$ cat src/rtl/dbg_pkg.sv
// Shared definitions for the debug-monitor sequencer: command encodings, FSM states, address width.
package dbg_pkg;

    localparam int DBG_ADR_W = 12;

    typedef enum logic [1:0] {
        DBG_OP_RD   = 2'd0,
        DBG_OP_WR   = 2'd1,
        DBG_OP_RUN  = 2'd2,
        DBG_OP_STOP = 2'd3
    } dbg_op_e;

    typedef enum logic [2:0] {
        ST_IDLE   = 3'd0,
        ST_HALT   = 3'd1,
        ST_DRAIN  = 3'd2,
        ST_ACC    = 3'd3,
        ST_RDWAIT = 3'd4,
        ST_RESUME = 3'd5,
        ST_RESP   = 3'd6
    } dbg_state_e;

endpackage

$ cat src/rtl/dbg_drain_timer.sv
// Pipeline drain timer: 4-bit down-counter loaded during HALT, o_done flags the last DRAIN cycle.
module dbg_drain_timer #(
    parameter int DRAIN_CYC = 5
) (
    input  logic clk,
    input  logic rst,
    input  logic i_load,
    input  logic i_en,
    output logic o_done
);

    localparam logic [3:0] LOAD_VAL = 4'(DRAIN_CYC);

    logic [3:0] r_cnt;

    always_ff @(posedge clk or posedge rst) begin
        if (rst) begin
            r_cnt <= 4'd0;
        end else if (i_load) begin
            r_cnt <= LOAD_VAL;
        end else if (i_en && (r_cnt != 4'd0)) begin
            r_cnt <= r_cnt - 4'd1;
        end
    end

    assign o_done = i_en && (r_cnt == 4'd1);

endmodule

$ cat src/rtl/dbg_mem_sequencer.sv
// Debug-monitor sequencer: host RD/WR/RUN/STOP commands to cpu_top run control and RAM monitor ports.
// Build option DBG_AUTO_HALT_EN: RD/WR while running halt, drain, access, then resume the CPU.
//
// state  | meaning
// IDLE   | ready for a command
// HALT   | quit_cmd pulse, drain timer loads
// DRAIN  | wait DRAIN_CYC cycles, capture PC on the last one
// ACC    | RAM access (write strobe or first read cycle)
// RDWAIT | remaining read-latency cycles
// RESUME | cpu_start pulse
// RESP   | response held until rsp_ready
module dbg_mem_sequencer
    import dbg_pkg::*;
#(
    parameter int DRAIN_CYC = 5,
    parameter int RD_LAT    = 1
) (
    input  logic                 clk,
    input  logic                 rst,
    input  logic                 cmd_valid,
    output logic                 cmd_ready,
    input  logic [1:0]           cmd_op,
    input  logic                 cmd_isp,
    input  logic [DBG_ADR_W-1:0] cmd_adr,
    input  logic [31:0]          cmd_wdata,
    input  logic [29:0]          cmd_start_adr,
    output logic                 rsp_valid,
    input  logic                 rsp_ready,
    output logic [31:0]          rsp_data,
    output logic                 rsp_err,
    output logic                 cpu_running,
    output logic                 cpu_start,
    output logic                 quit_cmd,
    output logic [29:0]          start_adr,
    input  logic [31:0]          pc_data,
    output logic [DBG_ADR_W-1:0] i_ram_radr,
    output logic [DBG_ADR_W-1:0] i_ram_wadr,
    output logic [31:0]          i_ram_wdata,
    output logic                 i_ram_wen,
    output logic                 i_read_sel,
    input  logic [31:0]          i_ram_rdata,
    output logic [DBG_ADR_W-1:0] d_ram_radr,
    output logic [DBG_ADR_W-1:0] d_ram_wadr,
    output logic [31:0]          d_ram_wdata,
    output logic                 d_ram_wen,
    output logic                 d_read_sel,
    input  logic [31:0]          d_ram_rdata
);

`ifdef DBG_AUTO_HALT_EN
    localparam bit AUTO_HALT_EN = 1'b1;
`else
    localparam bit AUTO_HALT_EN = 1'b0;
`endif

    localparam logic [1:0] LAT_INIT = 2'(RD_LAT - 1);

    dbg_state_e             r_state;
    dbg_state_e             w_next;
    dbg_state_e             w_after;
    dbg_op_e                r_op;
    logic                   r_isp;
    logic [DBG_ADR_W-1:0]   r_adr;
    logic [31:0]            r_wdata;
    logic [29:0]            r_start_adr;
    logic [29:0]            r_resume_pc;
    logic                   r_running;
    logic                   r_auto;
    logic [31:0]            r_rsp_data;
    logic                   r_rsp_err;
    logic [1:0]             r_lat_cnt;

    dbg_op_e                w_op;
    logic                   w_mem_op;
    logic                   w_reject;
    logic                   w_accept;
    logic                   w_rd_act;
    logic                   w_drain_done;

    assign w_op     = dbg_op_e'(cmd_op);
    assign w_mem_op = (w_op == DBG_OP_RD) || (w_op == DBG_OP_WR);
    assign w_reject = r_running && ((w_mem_op && !AUTO_HALT_EN) || (w_op == DBG_OP_RUN));
    assign w_accept = (r_state == ST_IDLE) && cmd_valid;
    assign w_rd_act = ((r_state == ST_ACC) || (r_state == ST_RDWAIT)) && (r_op == DBG_OP_RD);
    assign w_after  = r_auto ? ST_RESUME : ST_RESP;
    assign cpu_running = r_running;

    dbg_drain_timer #(
        .DRAIN_CYC(DRAIN_CYC)
    ) u_drain_timer (
        .clk    (clk),
        .rst    (rst),
        .i_load (r_state == ST_HALT),
        .i_en   (r_state == ST_DRAIN),
        .o_done (w_drain_done)
    );

    always_ff @(posedge clk or posedge rst) begin
        if (rst) begin
            r_state <= ST_IDLE;
        end else begin
            r_state <= w_next;
        end
    end

    always_ff @(posedge clk or posedge rst) begin
        if (rst) begin
            r_op        <= DBG_OP_RD;
            r_isp       <= 1'b0;
            r_adr       <= '0;
            r_wdata     <= '0;
            r_start_adr <= '0;
            r_resume_pc <= '0;
            r_running   <= 1'b0;
            r_auto      <= 1'b0;
            r_rsp_data  <= '0;
            r_rsp_err   <= 1'b0;
            r_lat_cnt   <= '0;
        end else begin
            if (w_accept) begin
                r_op        <= w_op;
                r_isp       <= cmd_isp;
                r_adr       <= cmd_adr;
                r_wdata     <= cmd_wdata;
                r_start_adr <= cmd_start_adr;
                r_auto      <= w_mem_op && r_running && AUTO_HALT_EN;
                r_rsp_err   <= w_reject;
                r_rsp_data  <= ((w_op == DBG_OP_STOP) && !r_running) ? pc_data : 32'd0;
            end
            if ((r_state == ST_DRAIN) && w_drain_done) begin
                r_resume_pc <= pc_data[31:2];
                if (r_op == DBG_OP_STOP) begin
                    r_running  <= 1'b0;
                    r_rsp_data <= {pc_data[31:2], 2'b00};
                end
            end
            if ((r_state == ST_RESUME) && (r_op == DBG_OP_RUN)) begin
                r_running <= 1'b1;
            end
            // The last cycle of the read window is when the RAM data is valid.
            if (w_rd_act && (r_lat_cnt == 2'd0)) begin
                r_rsp_data <= r_isp ? i_ram_rdata : d_ram_rdata;
            end
            if ((r_state == ST_ACC) || (r_state == ST_RDWAIT)) begin
                if (r_lat_cnt != 2'd0) begin
                    r_lat_cnt <= r_lat_cnt - 2'd1;
                end
            end else begin
                r_lat_cnt <= LAT_INIT;
            end
        end
    end

    always_comb begin
        w_next      = r_state;
        cmd_ready   = 1'b0;
        rsp_valid   = 1'b0;
        rsp_data    = '0;
        rsp_err     = 1'b0;
        cpu_start   = 1'b0;
        quit_cmd    = 1'b0;
        start_adr   = '0;
        i_ram_radr  = '0;
        i_ram_wadr  = '0;
        i_ram_wdata = '0;
        i_ram_wen   = 1'b0;
        i_read_sel  = 1'b0;
        d_ram_radr  = '0;
        d_ram_wadr  = '0;
        d_ram_wdata = '0;
        d_ram_wen   = 1'b0;
        d_read_sel  = 1'b0;

        unique case (r_state)
            ST_IDLE: begin
                cmd_ready = !rst;
                if (cmd_valid) begin
                    if (w_reject) begin
                        w_next = ST_RESP;
                    end else begin
                        unique case (w_op)
                            DBG_OP_RD,
                            DBG_OP_WR:   w_next = r_running ? ST_HALT : ST_ACC;
                            DBG_OP_RUN:  w_next = ST_RESUME;
                            DBG_OP_STOP: w_next = r_running ? ST_HALT : ST_RESP;
                            default:     w_next = ST_IDLE;
                        endcase
                    end
                end
            end
            ST_HALT: begin
                quit_cmd = 1'b1;
                w_next   = ST_DRAIN;
            end
            ST_DRAIN: begin
                if (w_drain_done) begin
                    w_next = (r_op == DBG_OP_STOP) ? ST_RESP : ST_ACC;
                end
            end
            ST_ACC: begin
                if (r_op == DBG_OP_WR) begin
                    if (r_isp) begin
                        i_ram_wen   = 1'b1;
                        i_ram_wadr  = r_adr;
                        i_ram_wdata = r_wdata;
                    end else begin
                        d_ram_wen   = 1'b1;
                        d_ram_wadr  = r_adr;
                        d_ram_wdata = r_wdata;
                    end
                    w_next = w_after;
                end else begin
                    w_next = (r_lat_cnt == 2'd0) ? w_after : ST_RDWAIT;
                end
            end
            ST_RDWAIT: begin
                if (r_lat_cnt == 2'd0) begin
                    w_next = w_after;
                end
            end
            ST_RESUME: begin
                cpu_start = 1'b1;
                start_adr = (r_op == DBG_OP_RUN) ? r_start_adr : r_resume_pc;
                w_next    = ST_RESP;
            end
            ST_RESP: begin
                rsp_valid = 1'b1;
                rsp_data  = r_rsp_data;
                rsp_err   = r_rsp_err;
                if (rsp_ready) begin
                    w_next = ST_IDLE;
                end
            end
            default: w_next = ST_IDLE;
        endcase

        if (w_rd_act) begin
            if (r_isp) begin
                i_read_sel = 1'b1;
                i_ram_radr = r_adr;
            end else begin
                d_read_sel = 1'b1;
                d_ram_radr = r_adr;
            end
        end
    end

endmodule

$ cat config.mk
export PLATFORM = sky130hd
export DESIGN_NAME = dbg_mem_sequencer
export DESIGN_NICKNAME = d
export VERILOG_FILES = /design/src/rtl/dbg_pkg.sv /design/src/rtl/dbg_drain_timer.sv /design/src/rtl/dbg_mem_sequencer.sv
export SDC_FILE = /design/constraint.sdc
export NUM_CORES = 1
export LEC_CHECK = 0
export ABC_AREA = 1
export ABC_CLOCK_PERIOD_IN_PS = 6630
export CAP_MARGIN = 10
export CORE_MARGIN = 4
export CORE_UTILIZATION = 43
export CTS_CLUSTER_SIZE = 10
export DETAILED_ROUTE_END_ITERATION = 16
export PLACE_DENSITY = 0.85
export SETUP_SLACK_MARGIN = 0.3
export SYNTH_ARGS = -nofsm -noshare
export SYNTH_HDL_FRONTEND = slang
export SYNTH_SLANG_ARGS = --single-unit
$ cat constraint.sdc
create_clock -name clk -period 6.63 [get_ports clk]
set_input_delay 1.326 -clock clk [delete_from_list [all_inputs] [get_ports clk]]
set_output_delay 1.326 -clock clk [all_outputs]
set_load 0.02 [all_outputs]
==> Word level (Yosys, flattened, before mapping) <==
Cells that the tools add are included.
{ "classes": {"add_sub_neg": 2, "multipliers": 0, "div": 0, "magnitude_cmp": 0, "n_eq_ne": 18, "shift": 0, "mux": 55, "bitwise_logic": 0, "reduce_logical": 26} }
{ "ops": {"columns": ["operator", "count"], "rows": [
  ["$mux W32", 13],
  ["$mux W12", 8],
  ["$mux W30", 2],
  ["$mux W3", 7],
  ["$pmux W3 S7", 1],
  ["$mux W1", 16],
  ["$mux W2", 5],
  ["$eq A3 B3 Y1 const B", 3],
  ["$logic_and A1 B1 Y1", 9],
  ["$pmux W3 S3", 1],
  ["$eq A2 B2 Y1 const B", 4],
  ["$mux W4", 2],
  ["$reduce_bool A2 Y1", 4],
  ["$eq A3 B2 Y1 const B", 2],
  ["$logic_not A2 Y1", 3],
  ["$ne A2 B2 Y1 const B", 3],
  ["$eq A2 B1 Y1 const B", 2],
  ["$eq A4 B1 Y1 const B", 1],
  ["$ne A2 B1 Y1 const B", 2],
  ["$reduce_and A4 Y1", 1],
  ["$reduce_bool A4 Y1", 1],
  ["$sub A4 B1 Y4 const B", 1],
  ["$eq A3 B1 Y1 const B", 1],
  ["$logic_not A3 Y1", 1],
  ["other kinds (5)", 8]
]} }
{ "totals": {"ff_bits": 150, "latch_bits": 0, "ram_bits": 0, "romBits": 0, "inputBits": 177, "out_inout_bits": 184, "elab_cells": 113, "memories": 0} }

==> Logic depth before layout (Yosys ltp) <==
{ "logic_depth": {"word_depth": 7, "ltp_mapped": 9, "depth_no_buf": 8} }

==> Hierarchy <==
A second synthesis with hierarchy kept.
{ "hier_totals": {"cells_unflattened": 1139, "area_unflattened_um2": 8130.3} }
{ "modules_own_cells": {"columns": ["module", "n_inst", "cells_each", "area_each_um2"], "rows": [
  ["dbg_mem_sequencer", 1, 1104, 7875.1],
  ["dbg_drain_timer", 1, 35, 255.2]
]} }

==> Worst setup path after synthesis <==
No wires, ideal clock.
{ "synth_timing": {"kind": "flip-flop to output port", "start": "register r_state[2]", "end": "output i_ram_wadr[0]", "arrival_time_ns": 1.893, "slack_ns": 3.411, "stages_incl_launch_ff": 7, "path_buffers": 1, "cell_sequence": "dfrtp_1 -> inv_1 -> nand3_2 -> nor3_1 -> inv_2 -> clkbuf_8 -> nor2_1"} }
{ "synth_between": {"elab_chain_len": 2} }
{ "synth_rtl": {"columns": ["element", "line", "text"], "rows": [
  ["start, declared", "dbg_mem_sequencer.sv:58", "dbg_state_e r_state;"],
  ["start signal, assigned", "dbg_mem_sequencer.sv:102", "r_state <= w_next;"],
  ["$eq A3 B2 Y1", "dbg_mem_sequencer.sv:174", "unique case (r_state)"],
  ["$mux W12", "dbg_mem_sequencer.sv:174", null],
  ["end, declared", "dbg_mem_sequencer.sv:37", "output logic [DBG_ADR_W-1:0] i_ram_wadr,"]
]} }
No other way between the ends.

==> Final worst setup path <==
{ "layout_timing": {"start": "register r_isp", "end": "output i_ram_wdata[17]"} }
{ "layout_between": {"elab_chain_len": 3} }
{ "layout_rtl": {"columns": ["element", "line", "text"], "rows": [
  ["start, declared", "dbg_mem_sequencer.sv:62", "logic r_isp;"],
  ["start signal, assigned", "dbg_mem_sequencer.sv:122", "r_isp <= cmd_isp;"],
  ["$mux W32", "dbg_mem_sequencer.sv:202", "if (r_isp) begin"],
  ["$mux W32", "dbg_mem_sequencer.sv:201", "if (r_op == DBG_OP_WR) begin"],
  ["$mux W32", "dbg_mem_sequencer.sv:174", null],
  ["end, declared", "dbg_mem_sequencer.sv:38", "output logic [31:0] i_ram_wdata,"]
]} }
No other way between the ends.

==> impl_metrics.env <==
export IMPL_clock_fmax_ghz=0.233
export IMPL_track_usage_pct=25.9
export IMPL_global_route_overflow_total=0
export IMPL_core_area_um2=18600
export IMPL_layout_worst_path_cycle_share_pct=64.8
export IMPL_worstHoldStart="r_start_adr[29]"
export IMPL_crit_top_cell="sky130_fd_sc_hd__inv_2"
export IMPL_power_leakage_nw=5.55
export IMPL_whs_endpoint="r_start_adr[29]"
export IMPL_synth_nets=1299
export IMPL_drc=0
export IMPL_initial_utilization_pct=43.7
export IMPL_post_route_cells_drive_above_1_share_pct=6.19
export IMPL_die_extent_in_x_um=146
export IMPL_reg2regPathDepth=8
export IMPL_clock_skew_final_ns=0.00824
export IMPL_first_global_vias=8174
export IMPL_detailroute_via_count=8451
export IMPL_numPortBuffers=360
export IMPL_htree_levels=4
export IMPL_synth_top_cell_area_share_pct=46.1
export IMPL_cts_root_buffer="sky130_fd_sc_hd__clkbuf_16"
export IMPL_grt_first_pass_wirelength_um=43900
export IMPL_final_setup_viol_count=0
export IMPL_clock_latency_ns=0.42
export IMPL_rows=50
export IMPL_critPathMaxStageDelay_ns=0.60
export IMPL_ys_dominant_reg_cell="sky130_fd_sc_hd__dfrtp_1"
export IMPL_crit_path_cell_trace="inv_2 > buf_4 > nor3_1 > inv_2 > nor2_1 > clkdlybuf4s50_1"
export IMPL_fin_hold_ws_ns=0.490
export IMPL_die_ht_um=146
export IMPL_postLayoutCoreUtil_pct=66.3
export IMPL_share_of_the_yosys_chip_area_belonging_to_registers_pct=46.1
export IMPL_timing_setup_tns_ns=0
export IMPL_post_cts_repair_setup_buffers=0
export IMPL_tritoncts="done"
export IMPL_status="finished clean"
export IMPL_dp_hpwl_um=20500
export IMPL_crit_fanout=47
export IMPL_path_clk_slew_ns=0.06
export IMPL_remaining_max_slew_budget_at_the_tightest_pin_pct=33.7
export IMPL_synthesis_area_um2=8140
export IMPL_postSynth_asyncResetShare_pct=100
export IMPL_syn_area_per_cell_um2=7.27
export IMPL_crit_slowest_cell="sky130_fd_sc_hd__inv_2"
export IMPL_p_per_area_nw_per_um2=371
export IMPL_rr_endpoint="r_rsp_data[6]"
export IMPL_grt_antenna_before_repair=0
export IMPL_hold_viol=0
export IMPL_number_of_enable_type_register_cells_in_the_synthesized_netlist=0
export IMPL_synth_top_area_cell="sky130_fd_sc_hd__dfrtp_1"
export IMPL_synthDistinctLibCells=27
export IMPL_drtAntennaViolNets=0
export IMPL_gp_congestion=0.902
export IMPL_timing_max_cap_violations=0
export IMPL_die_area_um2=21200
export IMPL_hold_path_depth=2
export IMPL_peakVddDrop_v=0.000210
export IMPL_tightestPinTransition_ns=0.995
export IMPL_detail_route_vias_per_cell=5.01
export IMPL_clock_sink_count=150
export IMPL_synth_warning_count=0
export IMPL_min_delay_path_class="reg2reg"
export IMPL_route_final_wire_length_um=28400
export IMPL_critical_path_required_ns=5.30
export IMPL_number_of_search_and_repair_iterations_in_the_first_detailed_routing_pass=6
export IMPL_min_period_ns=4.30
export IMPL_clock_path_buffers=2
export IMPL_syn_inst=1119
export IMPL_layout_nets=1620
export IMPL_critPathArrivalTime_ns=2.97
export IMPL_setup_worst_path_end_class="output pin"
export IMPL_synthTopCellsByArea="sky130_fd_sc_hd__dfrtp_1, sky130_fd_sc_hd__nand2_1, sky130_fd_sc_hd__nor2_1"
export IMPL_routed_wire_length_per_instance_um=16.8
export IMPL_detail_route_iter0_violations=551
export IMPL_number_of_storage_elements_in_the_synthesis_netlist=150
export IMPL_critical_path_startpoint_type="flip-flop"
export IMPL_post_cts_hold_buffer_count=0
export IMPL_worst_r2r_startpoint="r_state[2]"
export IMPL_layout_area_growth_over_synthesis_pct=51.8
export IMPL_rrSetupSlack_ns=4.16
export IMPL_maxSlewViolCount=0
export IMPL_grt_max_degree=108
export IMPL_tritoncts_num_buffers=17
export IMPL_post_cts_resized_instances=0
export IMPL_rsz0062_at_grt="false"
export IMPL_diodes=0
export IMPL_ioPinCount=361
export IMPL_path_class="reg2out"
-- logic make-up after synthesis --
| logic type | after synthesis | share of synthesized area, % |
|---|---|---|
| buffers and inverters | 205 | 11.4 |
| muxes | 30 | 4.15 |
| and+or+nand+nor | 552 | 26.8 |
| DFF | 150 | 46.1 |
| adders and majority gates | 3 | 0.461 |
| AOI/OAI and AO/OA | 179 | 11.1 |
-- power breakdown --
part | internal [W] | switching (W) | leakage (nW)
sequential | 0.00137 | 0.000203 | 1.82
combinational | 0.000729 | 0.00126 | 3.42
clock | 0.000634 | 0.000399 | 0.309
-- worst max path at each step --
stage / slack (ns) / start / to / cells past startpoint
global route: 2.12 / r_state[1] / rsp_data[17] / 6
finish: 2.33 / r_isp / i_ram_wdata[17] / 6
detailed placement: 2.73 / rst / cmd_ready / 3
CTS: 2.34 / r_isp / i_ram_wdata[17] / 6
global placement: 2.76 / rst / cmd_ready / 3
floorplan: 1.27 / rst / cpu_running / 1
-- sequential cells by signal, indices dropped and copies added, names as in the netlist --
name	count
r_state	3
r_adr	12
r_rsp_err	1
r_rsp_data	32
r_isp	1
r_wdata	32
r_lat_cnt	2
r_resume_pc	30
r_op	2
cpu_running	1
r_start_adr	30
u_drain_timer.r_cnt	4
-- through the flow --
stage	worst slack [ns]	cells	area, µm²	power, W
6_report	2.33	1687	12400	0.00459
5_1_grt	2.12	1687	12400	0.00490
4_1_cts	2.34	1687	12400	0.00461
3_5_place_dp	2.73	1655	11700	0.00355
3_3_place_gp	2.76	1655	11700	0.00346
2_1_floorplan	1.27	1119	8140	0.00287
-- metal layers --
metal,GRT usage (%),up-vias,routed length (µm)
met3,7.66,46,2450
met2,46.4,382,14500
met5,0,-,0
met1,30.4,3923,10800
met4,7.22,0,631
li1,-,4100,-
-- cell usage after synthesis (2+ instances only) --
cell type and n:
sky130_fd_sc_hd__o21ai_0 114, sky130_fd_sc_hd__or2_2 2, sky130_fd_sc_hd__o22ai_1 2, sky130_fd_sc_hd__nand4_1 2
sky130_fd_sc_hd__inv_1 134, sky130_fd_sc_hd__clkbuf_8 8, sky130_fd_sc_hd__inv_2 3, sky130_fd_sc_hd__mux2_2 30
sky130_fd_sc_hd__nand3_2 3, sky130_fd_sc_hd__a21oi_1 61, sky130_fd_sc_hd__nor2_4 2, sky130_fd_sc_hd__buf_2 34
sky130_fd_sc_hd__nor3_1 30, sky130_fd_sc_hd__ha_1 3, sky130_fd_sc_hd__nand2_1 270, sky130_fd_sc_hd__buf_4 3
sky130_fd_sc_hd__nand3_1 14, sky130_fd_sc_hd__buf_1 3, sky130_fd_sc_hd__clkbuf_1 16, sky130_fd_sc_hd__dfrtp_1 150
sky130_fd_sc_hd__buf_6 3, sky130_fd_sc_hd__nor2_1 227
-- critical path: cells and delay by family, from the launching register on --
family,cells,cell delay [ns]
buf+inv,4,1.72
flops,1,0.42
simple gates,2,0.39
-- layout by cell type (no fill, tap or decap), types with 3 or more instances in the layout --
| master | netlist | routed |
|---|---|---|
| sky130_fd_sc_hd__inv_2 | 3 | 3 |
| sky130_fd_sc_hd__a21oi_1 | 61 | 61 |
| sky130_fd_sc_hd__nand2_1 | 270 | 270 |
| sky130_fd_sc_hd__clkbuf_16 | 0 | 17 |
| sky130_fd_sc_hd__o21ai_0 | 114 | 114 |
| sky130_fd_sc_hd__ha_1 | 3 | 3 |
| sky130_fd_sc_hd__nor2_4 | 2 | 4 |
| sky130_fd_sc_hd__inv_6 | 0 | 3 |
| sky130_fd_sc_hd__bufinv_16 | 0 | 4 |
| sky130_fd_sc_hd__inv_1 | 134 | 132 |
| sky130_fd_sc_hd__nor3_1 | 30 | 29 |
| sky130_fd_sc_hd__nand3_2 | 3 | 3 |
| sky130_fd_sc_hd__buf_4 | 3 | 10 |
| sky130_fd_sc_hd__clkdlybuf4s50_1 | 0 | 360 |
| sky130_fd_sc_hd__nand3_1 | 14 | 14 |
| sky130_fd_sc_hd__nor2_1 | 227 | 225 |
| sky130_fd_sc_hd__mux2_2 | 30 | 30 |
| sky130_fd_sc_hd__clkinv_4 | 0 | 3 |
| sky130_fd_sc_hd__clkinv_2 | 0 | 4 |
| sky130_fd_sc_hd__dfrtp_1 | 150 | 149 |
-- layout make-up --
class                   instances  area, µm²
well taps                     234        293
repair buffers                370       3680
clock buffers                  17        425
multi-input cells             764       3480
flip-flops and latches        150       3750
fillers                      1562       6290
clock inverters                15        203
inverters                     137        522
No activity file was read; power rests on OpenSTA's default activity.
